## src/rtl/video_line_packer_if.sv

```systemverilog
// -----------------------------------------------------------------------------
// video_line_packer_if
// Incoming luminance video stream for the line packer.
//   vs_i : vertical sync, active high; a rising edge starts a frame
//   de_i : data enable, high during the active pixels of a line
//   y_i  : pixel luminance, valid while de_i = 1
// Modports: master = video source, slave = video_line_packer.
// -----------------------------------------------------------------------------
interface video_line_packer_if #(
    parameter int DATA_WIDTH = 8
) ();
    logic                  vs_i;
    logic                  de_i;
    logic [DATA_WIDTH-1:0] y_i;

    modport master (output vs_i, de_i, y_i);
    modport slave  (input  vs_i, de_i, y_i);
endinterface

```

## src/rtl/video_line_packer.sv

```systemverilog
// -----------------------------------------------------------------------------
// video_line_packer
// Crops a W x H window from the incoming luminance stream, thresholds each
// pixel to 1 bit (1 = white, y >= threshold) and packs each window row into a
// W-bit vector. Publishes the current and previous rows plus the row index
// with a one-cycle strobe, feeding the downstream stroke/crossing counter.
// Ports:
//   video_clk : pixel clock
//   rst_n     : asynchronous active-low reset
//   vid       : video stream (vs_i, de_i, y_i), slave modport
//   thresh    : binarization threshold, latched at each frame start
//   line1     : most recent packed window row, bit k = column X0+k
//   line2     : row packed before line1, zero for window row 0
//   h         : window row index of line1
//   line_clk  : one-cycle strobe, line1/line2/h change only on this cycle
// -----------------------------------------------------------------------------
module video_line_packer #(
    parameter int DATA_WIDTH = 8,
    parameter int W          = 180,
    parameter int H          = 240,
    parameter int X0         = 0,
    parameter int Y0         = 0
) (
    input  logic                  video_clk,
    input  logic                  rst_n,
    video_line_packer_if.slave    vid,
    input  logic [DATA_WIDTH-1:0] thresh,
    output logic [W-1:0]          line1,
    output logic [W-1:0]          line2,
    output logic [DATA_WIDTH-1:0] h,
    output logic                  line_clk
);

    typedef enum logic [1:0] {
        WAIT_VS,
        WAIT_DE,
        ACTIVE
    } state_t;

    localparam logic [10:0] X0_C   = 11'(X0);
    localparam logic [10:0] Y0_C   = 11'(Y0);
    localparam logic [10:0] W_C    = 11'(W);
    localparam logic [10:0] H_C    = 11'(H);
    localparam logic [10:0] Y_LAST = 11'(Y0 + H - 1);

    state_t                state, state_next;
    logic                  vs_q;
    logic                  vs_rise;
    logic [10:0]           col_cnt;
    logic [10:0]           row_cnt;
    logic [DATA_WIDTH-1:0] thresh_q;
    logic [W-1:0]          shadow, shadow_next;

    logic                  line_start;
    logic                  line_end;
    logic                  in_window;
    logic                  last_row;
    logic                  capture;
    logic                  white;
    logic [10:0]           cur_col;
    logic [10:0]           col_off;
    logic [10:0]           row_off;

    assign vs_rise = vid.vs_i & ~vs_q;

    // Offsets wrap when below the window origin, so a single unsigned
    // compare against the window size covers both window bounds.
    assign row_off   = row_cnt - Y0_C;
    assign in_window = (row_off < H_C);
    assign last_row  = (row_cnt == Y_LAST);

    // The first pixel of a line is sampled in WAIT_DE, before col_cnt has
    // been restarted, so it is forced to column 0 here.
    assign cur_col = line_start ? 11'd0 : col_cnt;
    assign col_off = cur_col - X0_C;
    assign capture = (line_start || (state == ACTIVE && vid.de_i && !vs_rise))
                     && (col_off < W_C);
    assign white   = (vid.y_i >= thresh_q);

    // -------------------------------------------------------------------------
    // Next-state logic
    // -------------------------------------------------------------------------
    always_comb begin
        // NOTE: every signal driven here gets a default first so no path
        // leaves it unassigned, which would otherwise infer a latch.
        state_next = state;
        line_start = 1'b0;
        line_end   = 1'b0;
        if (vs_rise) begin
            state_next = WAIT_DE;
        end else begin
            case (state)
                WAIT_VS: state_next = WAIT_VS;
                WAIT_DE: begin
                    if (vid.de_i) begin
                        state_next = ACTIVE;
                        line_start = 1'b1;
                    end
                end
                ACTIVE: begin
                    if (!vid.de_i) begin
                        line_end   = 1'b1;
                        state_next = (in_window && last_row) ? WAIT_VS : WAIT_DE;
                    end
                end
                default: state_next = WAIT_VS;
            endcase
        end
    end

    // Shadow row: cleared at line start so unreached columns read black.
    always_comb begin
        shadow_next = line_start ? '0 : shadow;
        for (int k = 0; k < W; k++) begin
            if (capture && (col_off == 11'(k))) begin
                shadow_next[k] = white;
            end
        end
    end

    // -------------------------------------------------------------------------
    // State register
    // -------------------------------------------------------------------------
    always_ff @(posedge video_clk or negedge rst_n) begin
        // NOTE: sequential state uses non-blocking assignments so every
        // register samples pre-edge values regardless of statement order.
        if (!rst_n) begin
            state <= WAIT_VS;
        end else begin
            state <= state_next;
        end
    end

    // -------------------------------------------------------------------------
    // Datapath
    // -------------------------------------------------------------------------
    always_ff @(posedge video_clk or negedge rst_n) begin
        // NOTE: the wide shadow row is plain flops, not a RAM, so it is reset
        // along with everything else; outputs then read zero straight away.
        if (!rst_n) begin
            vs_q     <= 1'b0;
            col_cnt  <= '0;
            row_cnt  <= '0;
            thresh_q <= '0;
            shadow   <= '0;
            line1    <= '0;
            line2    <= '0;
            h        <= '0;
            line_clk <= 1'b0;
        end else begin
            vs_q     <= vid.vs_i;
            shadow   <= shadow_next;
            line_clk <= 1'b0;
            if (vs_rise) begin
                // Frame start: line1, h are left alone; line2 history clears.
                thresh_q <= thresh;
                row_cnt  <= '0;
                col_cnt  <= '0;
                line2    <= '0;
            end else begin
                if (line_start) begin
                    col_cnt <= 11'd1;
                end else if (state == ACTIVE && vid.de_i && col_cnt != '1) begin
                    col_cnt <= col_cnt + 11'd1;
                end
                if (line_end) begin
                    if (row_cnt != '1) begin
                        row_cnt <= row_cnt + 11'd1;
                    end
                    if (in_window) begin
                        line2    <= (row_off == '0) ? '0 : line1;
                        line1    <= shadow;
                        h        <= DATA_WIDTH'(row_off);
                        line_clk <= 1'b1;
                    end
                end
            end
        end
    end

endmodule

```

## src/flat_wrapper.sv

```systemverilog
// flat-port wrapper written by rule: the top's interface ports become plain ports
module video_line_packer_flat 
#(
    parameter int DATA_WIDTH = 8,
    parameter int W          = 180,
    parameter int H          = 240,
    parameter int X0         = 0,
    parameter int Y0         = 0
)
  (video_clk, rst_n, thresh, line1, line2, h, line_clk, vid_vs_i, vid_de_i, vid_y_i);
  video_line_packer_if #(.DATA_WIDTH(DATA_WIDTH)) vid_i ();
  input  logic video_clk;
  input  logic rst_n;
  input  logic [DATA_WIDTH-1:0] thresh;
  output logic [W-1:0] line1;
  output logic [W-1:0] line2;
  output logic [DATA_WIDTH-1:0] h;
  output logic line_clk;
  input wire logic [$bits(vid_i.vs_i)-1:0] vid_vs_i;
  input wire logic [$bits(vid_i.de_i)-1:0] vid_de_i;
  input wire logic [$bits(vid_i.y_i)-1:0] vid_y_i;
  assign vid_i.vs_i = vid_vs_i;
  assign vid_i.de_i = vid_de_i;
  assign vid_i.y_i = vid_y_i;
  video_line_packer #(.DATA_WIDTH(DATA_WIDTH), .W(W), .H(H), .X0(X0), .Y0(Y0)) u_core (.video_clk(video_clk), .rst_n(rst_n), .vid(vid_i), .thresh(thresh), .line1(line1), .line2(line2), .h(h), .line_clk(line_clk));
endmodule
```

## config.mk

```make
export PLATFORM = sky130hd
export DESIGN_NAME = video_line_packer_flat
export DESIGN_NICKNAME = d
export VERILOG_FILES = /design/src/rtl/video_line_packer_if.sv /design/src/rtl/video_line_packer.sv /design/src/flat_wrapper.sv
export SDC_FILE = /design/constraint.sdc
export NUM_CORES = 1
export LEC_CHECK = 0
export ABC_AREA = 1
export CAP_MARGIN = 0
export CORE_MARGIN = 8
export CORE_UTILIZATION = 23
export CTS_CLUSTER_SIZE = 20
export DETAILED_ROUTE_END_ITERATION = 7
export DONT_BUFFER_PORTS = 1
export SLEW_MARGIN = 20
export SYNTH_ARGS = -nofsm -noshare
export SYNTH_HDL_FRONTEND = slang
export SYNTH_SLANG_ARGS = --single-unit
```

## constraint.sdc

```tcl
create_clock -name video_clk -period 3.4 [get_ports video_clk]
set_clock_uncertainty 0.2 [all_clocks]
set_input_delay 0.34 -clock video_clk [delete_from_list [all_inputs] [get_ports video_clk]]
set_output_delay 0.34 -clock video_clk [all_outputs]
set_load 0.005 [all_outputs]
```

After elaboration in Yosys (flattened, before gate mapping)
Cells that the tools add are included.

Bits in latches: 0. Input port bits: 20. Bits in writable memories: 0. Output and inout bits: 369. Register bits: 582. Memory bits (read-only): 0. Logic and storage cells: 966. Memories kept: 0.

Reductions and logical operators: 377. Mux-type cells: 206. Magnitude comparators: 3. Equal/unequal tests: 186. Divide/modulo/power cells: 0. Multipliers: 0. $add $sub $neg: 2. Shift operators: 0. Bitwise operators: 3.

Operators with widths (count): $mux W180 (5); $eq A11 B7 Y1 const B (64); $eq A11 B8 Y1 const B (53); $reduce_bool A2 Y1 (183); $eq A11 B6 Y1 const B (32); $mux W1 (190); $logic_and A1 B1 Y1 (185); $eq A11 B5 Y1 const B (16); $eq A11 B4 Y1 const B (8); $mux W11 (7); $eq A11 B3 Y1 const B (4); $add A11 B1 Y11 const B (2); $eq A11 B2 Y1 const B (2); $logic_not A11 Y1 (2); $lt A11 B8 Y1 const B (2); $ne A11 B11 Y1 const B (2); $eq A11 B1 Y1 const B (1); $ge A8 B8 Y1 (1); $mux W2 (3); $ne A3 B2 Y1 const B (2); $reduce_and A2 Y1 (3); $pmux W2 S2 (1); $reduce_and A3 Y1 (1); $reduce_bool A3 Y1 (1); 6 further kinds (7).

Depth between registers and ports, before layout
Gate-level depths: netlist (run 1).

Depth after elaboration: 8. Gate-level depth with buffers: 15. Mapped depth without buffers: 12.

Worst setup path after synthesis (run 1)
OpenSTA, ideal clock, no wires.

Kind: in2reg. Start: input vid_y_i[1]. End: register u_core.shadow[120]. Stages on the path: 13. Data arrival time: 1.864 ns. Path buffers: 2. Library setup time: 0.118 ns. Required time: 3.082 ns. Setup slack: 1.218 ns. Cell sequence: ha_1 > inv_1 > nor2_1 > o21ai_0 > nand2_1 > nand2_1 > nand2_1 > nor2_1 > inv_1 > clkbuf_1 > clkbuf_1 > nand3_1 > nand2_1.

Longest elaborated chain between the ends: 2.

Ends and longest elaborated chain: from (decl) (line flat_wrapper.sv:21) `input wire logic [$bits(vid_i.y_i)-1:0] vid_y_i;`; $ge A8 B8 Y1 (line video_line_packer.sv:78) `assign white = (vid.y_i >= thresh_q);`; $mux W1 (line video_line_packer.sv:115) `if (capture && (col_off == 11'(k))) begin`; to (signal assigned) (line video_line_packer.sv:152) `shadow <= shadow_next;`; to (decl) (line video_line_packer.sv:52) `logic [W-1:0] shadow, shadow_next;`.

No other way between the ends. A chain may end at the register's enable or synchronous reset.

Final worst setup path (run 1)
Start: register u_core.vs_q. End: register u_core.shadow[49].

Longest elaborated chain between the ends: 8. Elaborated cells between the ends (all ways): 13. Classes of those cells: order compare: 1; eq/ne: 1; mux: 3; bitwise: 2; reduce/logical: 6.

Ends and longest elaborated chain: from (decl) (line video_line_packer.sv:47) `logic vs_q;`; from (signal assigned) (line video_line_packer.sv:151) `vs_q <= vid.vs_i;`; $not A1 Y1 (*) (line video_line_packer.sv:64) `assign vs_rise = vid.vs_i & ~vs_q;`; $and A1 B1 Y1 (*) (line video_line_packer.sv:64); $mux W1 / $logic_not A1 Y1 (equally long branches) (line video_line_packer.sv:89, video_line_packer.sv:76); $mux W11 / $logic_and A1 B1 Y1 (equally long branches) (line video_line_packer.sv:74, video_line_packer.sv:76); $lt A11 B8 Y1 / $logic_or A1 B1 Y1 (equally long branches) (line video_line_packer.sv:77, video_line_packer.sv:76); $logic_and A1 B1 Y1 (line video_line_packer.sv:77) `&& (col_off < W_C);`; $logic_and A1 B1 Y1 (line video_line_packer.sv:115); $mux W1 / $reduce_bool A2 Y1 (equally long branches).

Mark *: on every way between the ends. The rest lies on a longest branch, timed or not.

==> impl_metrics.tcl, run 1 <==
set metrics [dict create \
    port_buffers 0 \
    p_int_mw 11.61 \
    postRouteAntennaNets 0 \
    dr.pass1.iters 7 \
    cp-start-kind "register" \
    final_max_slew_viol_count 0 \
    crit_slowest_cell "a21oi_1" \
    final_common_cell "nand2_1" \
    die_w_um 356.4 \
    crit_buf_inv 6 \
    first_global_vias 21420 \
    antenna_found_initial 3 \
    worst-path-stages 13 \
    hpwlAfterDp_mm 56.70 \
    layout.cells.non_filler 4830 \
    grt_pass1_wl_mm 139.4 \
    core-area_sq_um 115600 \
    area_delta_synth_final_pct 14.98 \
    synthCells 3364 \
    clkTransAtPathRegs_ns 0.06 \
    rrSetupSlack_ns 0.34 \
    crit_required_ns 3.72 \
    clock_latency_ns 0.64 \
    finalSetupTns_ns 0 \
    r2r_cells 13 \
    ctsResizeCount 0 \
    hold_depth 3 \
    rows 125 \
    placedCellCount 4689 \
    gp_congestion 0.7939 \
    max_stage_delay_ns 0.58 \
    r2r-start "u_core.vs_q$_DFF_PN0_" \
    pwr-share-comb 0.088 \
    grt_start_max_net_pins 583 \
    wl_per_cell_um 19.07 \
    cpLargestDelayFamily "buffers and inverters" \
    die_h_um 356.4 \
    crit_path_end_kind "register" \
    tightestPinTransition_ns 1.055 \
    switching_share 0.2804 \
    postPlaceCellArea_sq_um 28150 \
    grt_overflow 0 \
    cap_violations 0 \
    track_usage 0.1407 \
    root_buffer "clkbuf_16" \
    reg2reg_to "u_core.shadow[49]$_DFFE_PN0P_" \
    layout.nets 3284 \
    wl_mm 92.12 \
    drive_above_1_share 0.06324 \
    max_freq_ghz 0.3263 \
    power_frac_clock 0.461 \
    ys_ff_latch 582 \
    fill_cells 12360 \
    hold_start "vid_de_i" \
    sequentialPowerShare 0.452 \
    start_util 0.2306 \
    ios 389 \
    post_drt_via_cell_ratio 4.619 \
    post_cts_buffers 0 \
    ir_worst_vdd_v 0.0003114 \
    cts_buffers 70 \
    p_per_area_nw_per_um2 526.4 \
    synth_warnings 0 \
    worstSetupPathType "register to register" \
    status "finished clean" \
    cts_tree "yes" \
    finalCritPeriodShare 0.9014 \
    layout_setup_ws_ns 0.3353 \
    clock-sinks 582 \
    finalPower_mw 16.13 \
    drc 0 \
    final-hold-violation-count 0 \
    p_leak_nw 15.94 \
    hold_class "input port to register" \
    postLayoutCellArea_sq_um 30650 \
    setup_violations 0 \
    rsz0062_at_grt "false" \
    final_cell_mix "1192 x nand2_1, 642 x nand3_1, 582 x dfrtp_1, 248 x nor2_1, 183 x inv_1" \
    drt-initial-drc-count 2200 \
    worstHoldEndpoint "u_core.col_cnt[10]$_DFFE_PN0P_" \
    min_period_ns 3.065 \
    synth_nets 3395 \
    arrival_ns 3.38 \
    pre_cts_ws_ns 0.3749 \
    ys_seq_area_frac 0.5464 \
    ys_types 30 \
    design.die.area_sq_um 127000 \
    power.net_switching_mw 4.524 \
    cts_max_level 3 \
    crit_chain "inv_2 -> nand2_8 -> inv_2 -> nor2_4 -> buf_4 -> a21oi_1 -> nor2_4 -> buf_12 -> buf_12 -> nand3_1 -> nand2_1 -> nand2_1 -> inv_1" \
    avgSynthCellArea_sq_um 7.923 \
    syn-cell-area_sq_um 26650 \
    relSlewSlack 0.2968 \
    clock_path_buffers 3 \
    num_vias 22310 \
    cp_max_fo 88 \
]
worst max-delay path by stage:
stage / slack, ns / endpoint / start
after global routing: 0.18 / u_core.shadow[58]$_DFFE_PN0P_ / u_core.vs_q$_DFF_PN0_
after global placement: 0.37 / u_core.shadow[48]$_DFFE_PN0P_ / u_core.vs_q$_DFF_PN0_
after detailed placement: 0.37 / u_core.shadow[55]$_DFFE_PN0P_ / u_core.vs_q$_DFF_PN0_
final: 0.34 / u_core.shadow[49]$_DFFE_PN0P_ / u_core.vs_q$_DFF_PN0_
after CTS: 0.32 / u_core.shadow[83]$_DFFE_PN0P_ / u_core.vs_q$_DFF_PN0_
after floorplan: 1.22 / u_core.shadow[120]$_DFFE_PN0P_ / vid_y_i[1]
area by class of cell:
type / instances / area, sq um / share of cell area
diodes: 1 / 2.502 / 0.00008165
clock buffers: 94 / 1952 / 0.06369
clock inverters: 30 / 304.0 / 0.009921
inverters: 187 / 711.9 / 0.02323
multi-input cells: 2336 / 10300 / 0.3360
flip-flops and latches: 582 / 14560 / 0.4752
well taps: 1524 / 1907 / 0.06222
repair buffers: 76 / 909.6 / 0.02968
what timing repair did:
action	in CTS	in global routing
endpoints found under the hold margin	604	137
setup endpoints to repair	0	0
hold buffers	10	2
Yosys cell counts:
cell | count | share of area
a21oi_4 | 1 | 0.00061
xor2_1 | 2 | 0.00066
buf_4 | 6 | 0.0017
nor2_1 | 249 | 0.035
a31oi_1 | 1 | 0.00023
a21oi_1 | 12 | 0.0023
ha_1 | 11 | 0.0052
o21a_1 | 2 | 0.00056
nand2_1 | 1198 | 0.17
nor2_2 | 5 | 0.0012
o21ai_1 | 2 | 0.00038
o21ai_0 | 64 | 0.012
clkbuf_1 | 109 | 0.015
nor3b_1 | 1 | 0.00028
o31ai_1 | 3 | 0.00084
nand2_2 | 2 | 0.00047
buf_1 | 8 | 0.0011
clkbuf_2 | 1 | 0.00019
or3_1 | 1 | 0.00023
inv_1 | 184 | 0.026
buf_2 | 132 | 0.025
nand3_1 | 646 | 0.12
inv_2 | 3 | 0.00042
o21ai_2 | 2 | 0.00066
nand2_4 | 1 | 0.00042
nand3_2 | 7 | 0.0026
nor3_1 | 9 | 0.0017
buf_6 | 3 | 0.0013
nand4_1 | 117 | 0.027
dfrtp_1 | 582 | 0.55
state kept, by name (all words and copies together), names as in the netlist, 2 cells and up:
register and cells:
u_core.row_cnt 11, u_core.thresh_q 8, u_core.state 2, u_core.line2 180, u_core.line1 180, u_core.shadow 180
u_core.h 8, u_core.col_cnt 11
power by group through the flow:
stage | registers, mW | logic [mW] | clock network [mW]
after floorplan | 7.30 | 0.807 | 0
after global placement | 7.42 | 1.27 | 0
after detailed placement | 7.42 | 1.28 | 0
after CTS | 7.29 | 1.29 | 7.73
after global routing | 7.31 | 1.57 | 7.99
final | 7.28 | 1.42 | 7.43
kinds of logic (layout without fill, tap and decap cells):
family,after synthesis,after routing,synth area share
adder cells (fa/ha/maj),11,11,0.005164
other,0,1,0
XOR/XNOR,2,2,0.0006573
AO/OA/AOI/OAI,87,87,0.01756
flip-flops,582,582,0.5464
AND/OR/NAND/NOR,2236,2236,0.3594
buffers and inverters,446,387,0.07074
worst reg2reg max path, delay by kind of cell (launching register included):
kind                   cells  cell delay [ns]
and+or+nand+nor            6             0.69
AOI/OAI and AO/OA          1             0.58
buffers and inverters      6             1.11
DFF                        1             0.37
layer usage:
| layer | vias to the layer above | track usage | share of wire |
|---|---|---|---|
| met5 | - | 0 | 0 |
| met4 | 0 | 0.04755 | 0.029 |
| met3 | 127 | 0.03609 | 0.077 |
| met2 | 687 | 0.2234 | 0.46 |
| met1 | 10890 | 0.1860 | 0.43 |
| li1 | 10600 | - | - |
through the flow:
| stage | utilization | hold slack [ns] |
|---|---|---|
| 2_1_floorplan | - | -0.1556 |
| 3_3_place_gp | 0.2436 | -0.1342 |
| 3_5_place_dp | 0.2436 | -0.1396 |
| 4_1_cts | 0.2640 | -0.8615 |
| 5_1_grt | 0.2651 | 0.06743 |
| 6_report | 0.2652 | 0.05563 |
(Power assumes the default switching activity.)
==> run 2: changes to the inputs <==
- CELL_PAD_IN_SITES_DETAIL_PLACEMENT: not set -> 0
- CELL_PAD_IN_SITES_GLOBAL_PLACEMENT: not set -> 1
- PLACE_DENSITY_LB_ADDON: not set -> 0.1
==> impl_metrics.tcl, run 2 (synthesis gave the netlist of run 1 again) <==
set metrics [dict create \
    die_h_um 356.4 \
    clock-sinks 582 \
    design.die.area_sq_um 127000 \
    cts_buffers 77 \
    clock_latency_ns 0.64 \
    arrival_ns 3.21 \
    final_cell_mix "1192 x nand2_1, 642 x nand3_1, 582 x dfrtp_1, 248 x nor2_1, 183 x inv_1" \
    final-hold-violation-count 199 \
    antenna_found_initial 2 \
    setup_violations 0 \
    post_drt_via_cell_ratio 4.657 \
    clock_path_buffers 3 \
    layout.cells.non_filler 4819 \
    hpwlAfterDp_mm 59.87 \
    grt_pass1_wl_mm 151.6 \
    min_period_ns 2.913 \
    post-route-util 0.2654 \
    post_cts_buffers 0 \
    clkTransAtPathRegs_ns 0.06 \
    ctsResizeCount 0 \
    layout_setup_ws_ns 0.4869 \
    seq_area_sq_um 14560 \
    ios 389 \
    finalSetupTns_ns 0 \
    rows 125 \
    multi_input_area_sq_um 10300 \
    postRouteAntennaNets 0 \
    gp_congestion 0.7722 \
    final_max_slew_viol_count 0 \
    grt_overflow 0 \
    tightestPinTransition_ns 1.101 \
    drc 0 \
    p_leak_nw 15.97 \
    grt_start_max_net_pins 583 \
    fill_cells 12390 \
    die_w_um 356.4 \
    cts_tree "yes" \
    relSlewSlack 0.2661 \
    drive_above_1_share 0.06011 \
    ir_worst_vdd_v 0.0003449 \
    cp-start-kind "input port" \
    finalCritPeriodShare 0.8568 \
    core-area_sq_um 115600 \
    worstSetupPathType "input port to register" \
    placedCellCount 4668 \
    crit_path_end_kind "register" \
    hold_ws_ns -0.7919 \
    p_per_area_nw_per_um2 551.3 \
    violations "negative hold slack" \
    wl_per_cell_um 20.73 \
    status "complete, but fails checks" \
    top_regs "u_core.line1 x180, u_core.line2 x180, u_core.shadow x180" \
    crit_required_ns 3.70 \
    area_delta_synth_final_pct 15.09 \
    root_buffer "clkbuf_16" \
    pre_cts_ws_ns 0.5059 \
    start_util 0.2306 \
    final_common_cell "nand2_1" \
    first_global_vias 22190 \
    drt-initial-drc-count 1737 \
    num_vias 22440 \
    cap_violations 0 \
    hold_class "input port to async pin" \
    cp_max_fo 148 \
    layout.nets 3268 \
    port_buffers 0 \
    hold_buffers 10 \
    wl_mm 99.89 \
    dr.pass1.iters 7 \
    track_usage 0.1544 \
    rsz0062_at_grt "false" \
    cts_max_level 3 \
    max_freq_ghz 0.3433 \
]
run 2: cell types whose count changed in the layout (fill, tap and decap cells not counted), moves of 3 or more:
cell,previous run,this run
clkbuf_8,11,21
clkbuf_16,70,78
buf_4,41,27
buf_12,18,12
clkinv_4,4,1
clkinvlp_4,6,1
clkinv_2,8,11
run 2: layer usage:
metal | global-route usage | vias up | routed length [um]
li1 | - | 10570 | -
met3 | 0.04027 | 114 | 7354
met5 | 0 | - | 0
met1 | 0.2111 | 11130 | 45250
met2 | 0.2399 | 625 | 44920
met4 | 0.04448 | 0 | 2369
run 2: layout make-up:
type                       instances  share of cell area
sequential                       582              0.4748
multi-input combinational       2336              0.3357
clock buffer                     114             0.07489
tap                             1524             0.06216
inverter                         187             0.02321
timing repair buffer              53             0.02129
clock inverter                    22            0.007913
antenna                            1          0.00008158
run 2: final timing paths:
path,startpoint,endpoint,slack (ns),depth (start not counted)
max in group asynchronous,rst_n,u_core.shadow[56]$_DFFE_PN0P_,1.45,3
setup reg to reg,u_core.vs_q$_DFF_PN0_,u_core.shadow[13]$_DFFE_PN0P_,0.52,11
min in group video_clk,vid_de_i,u_core.col_cnt[0]$_DFFE_PN0P_,0.10,4
setup / recovery,vid_vs_i,u_core.shadow[0]$_DFFE_PN0P_,0.49,9
hold / removal,rst_n,u_core.line2[130]$_DFFE_PN0P_,-0.79,0
hold reg to reg,u_core.shadow[147]$_DFFE_PN0P_,u_core.line1[147]$_DFFE_PN0P_,0.27,2
run 2: through the flow:
stage | total power, mW | cell area (sq um)
floorplan | 8.111 | 26650
global route | 17.75 | 30670
global placement | 8.638 | 27920
CTS | 17.19 | 30560
finish | 16.91 | 30670
detailed placement | 8.652 | 27920
run 2: worst max-delay path, cell delays in order:
cell	delay (ns)
dlygate4sd3_1	0.66
nand2_8	0.13
buf_4	0.47
a21oi_1	0.39
nor2_4	0.27
buf_12	0.47
nand3_1	0.19
nand2_1	0.10
o21ai_1	0.06
run 2: power by group:
| group | internal [mW] | switching, mW |
|---|---|---|
| clock network | 4.97 | 3.30 |
| logic | 0.232 | 1.12 |
| registers | 7.08 | 0.209 |
| total | 12.3 | 4.63 |
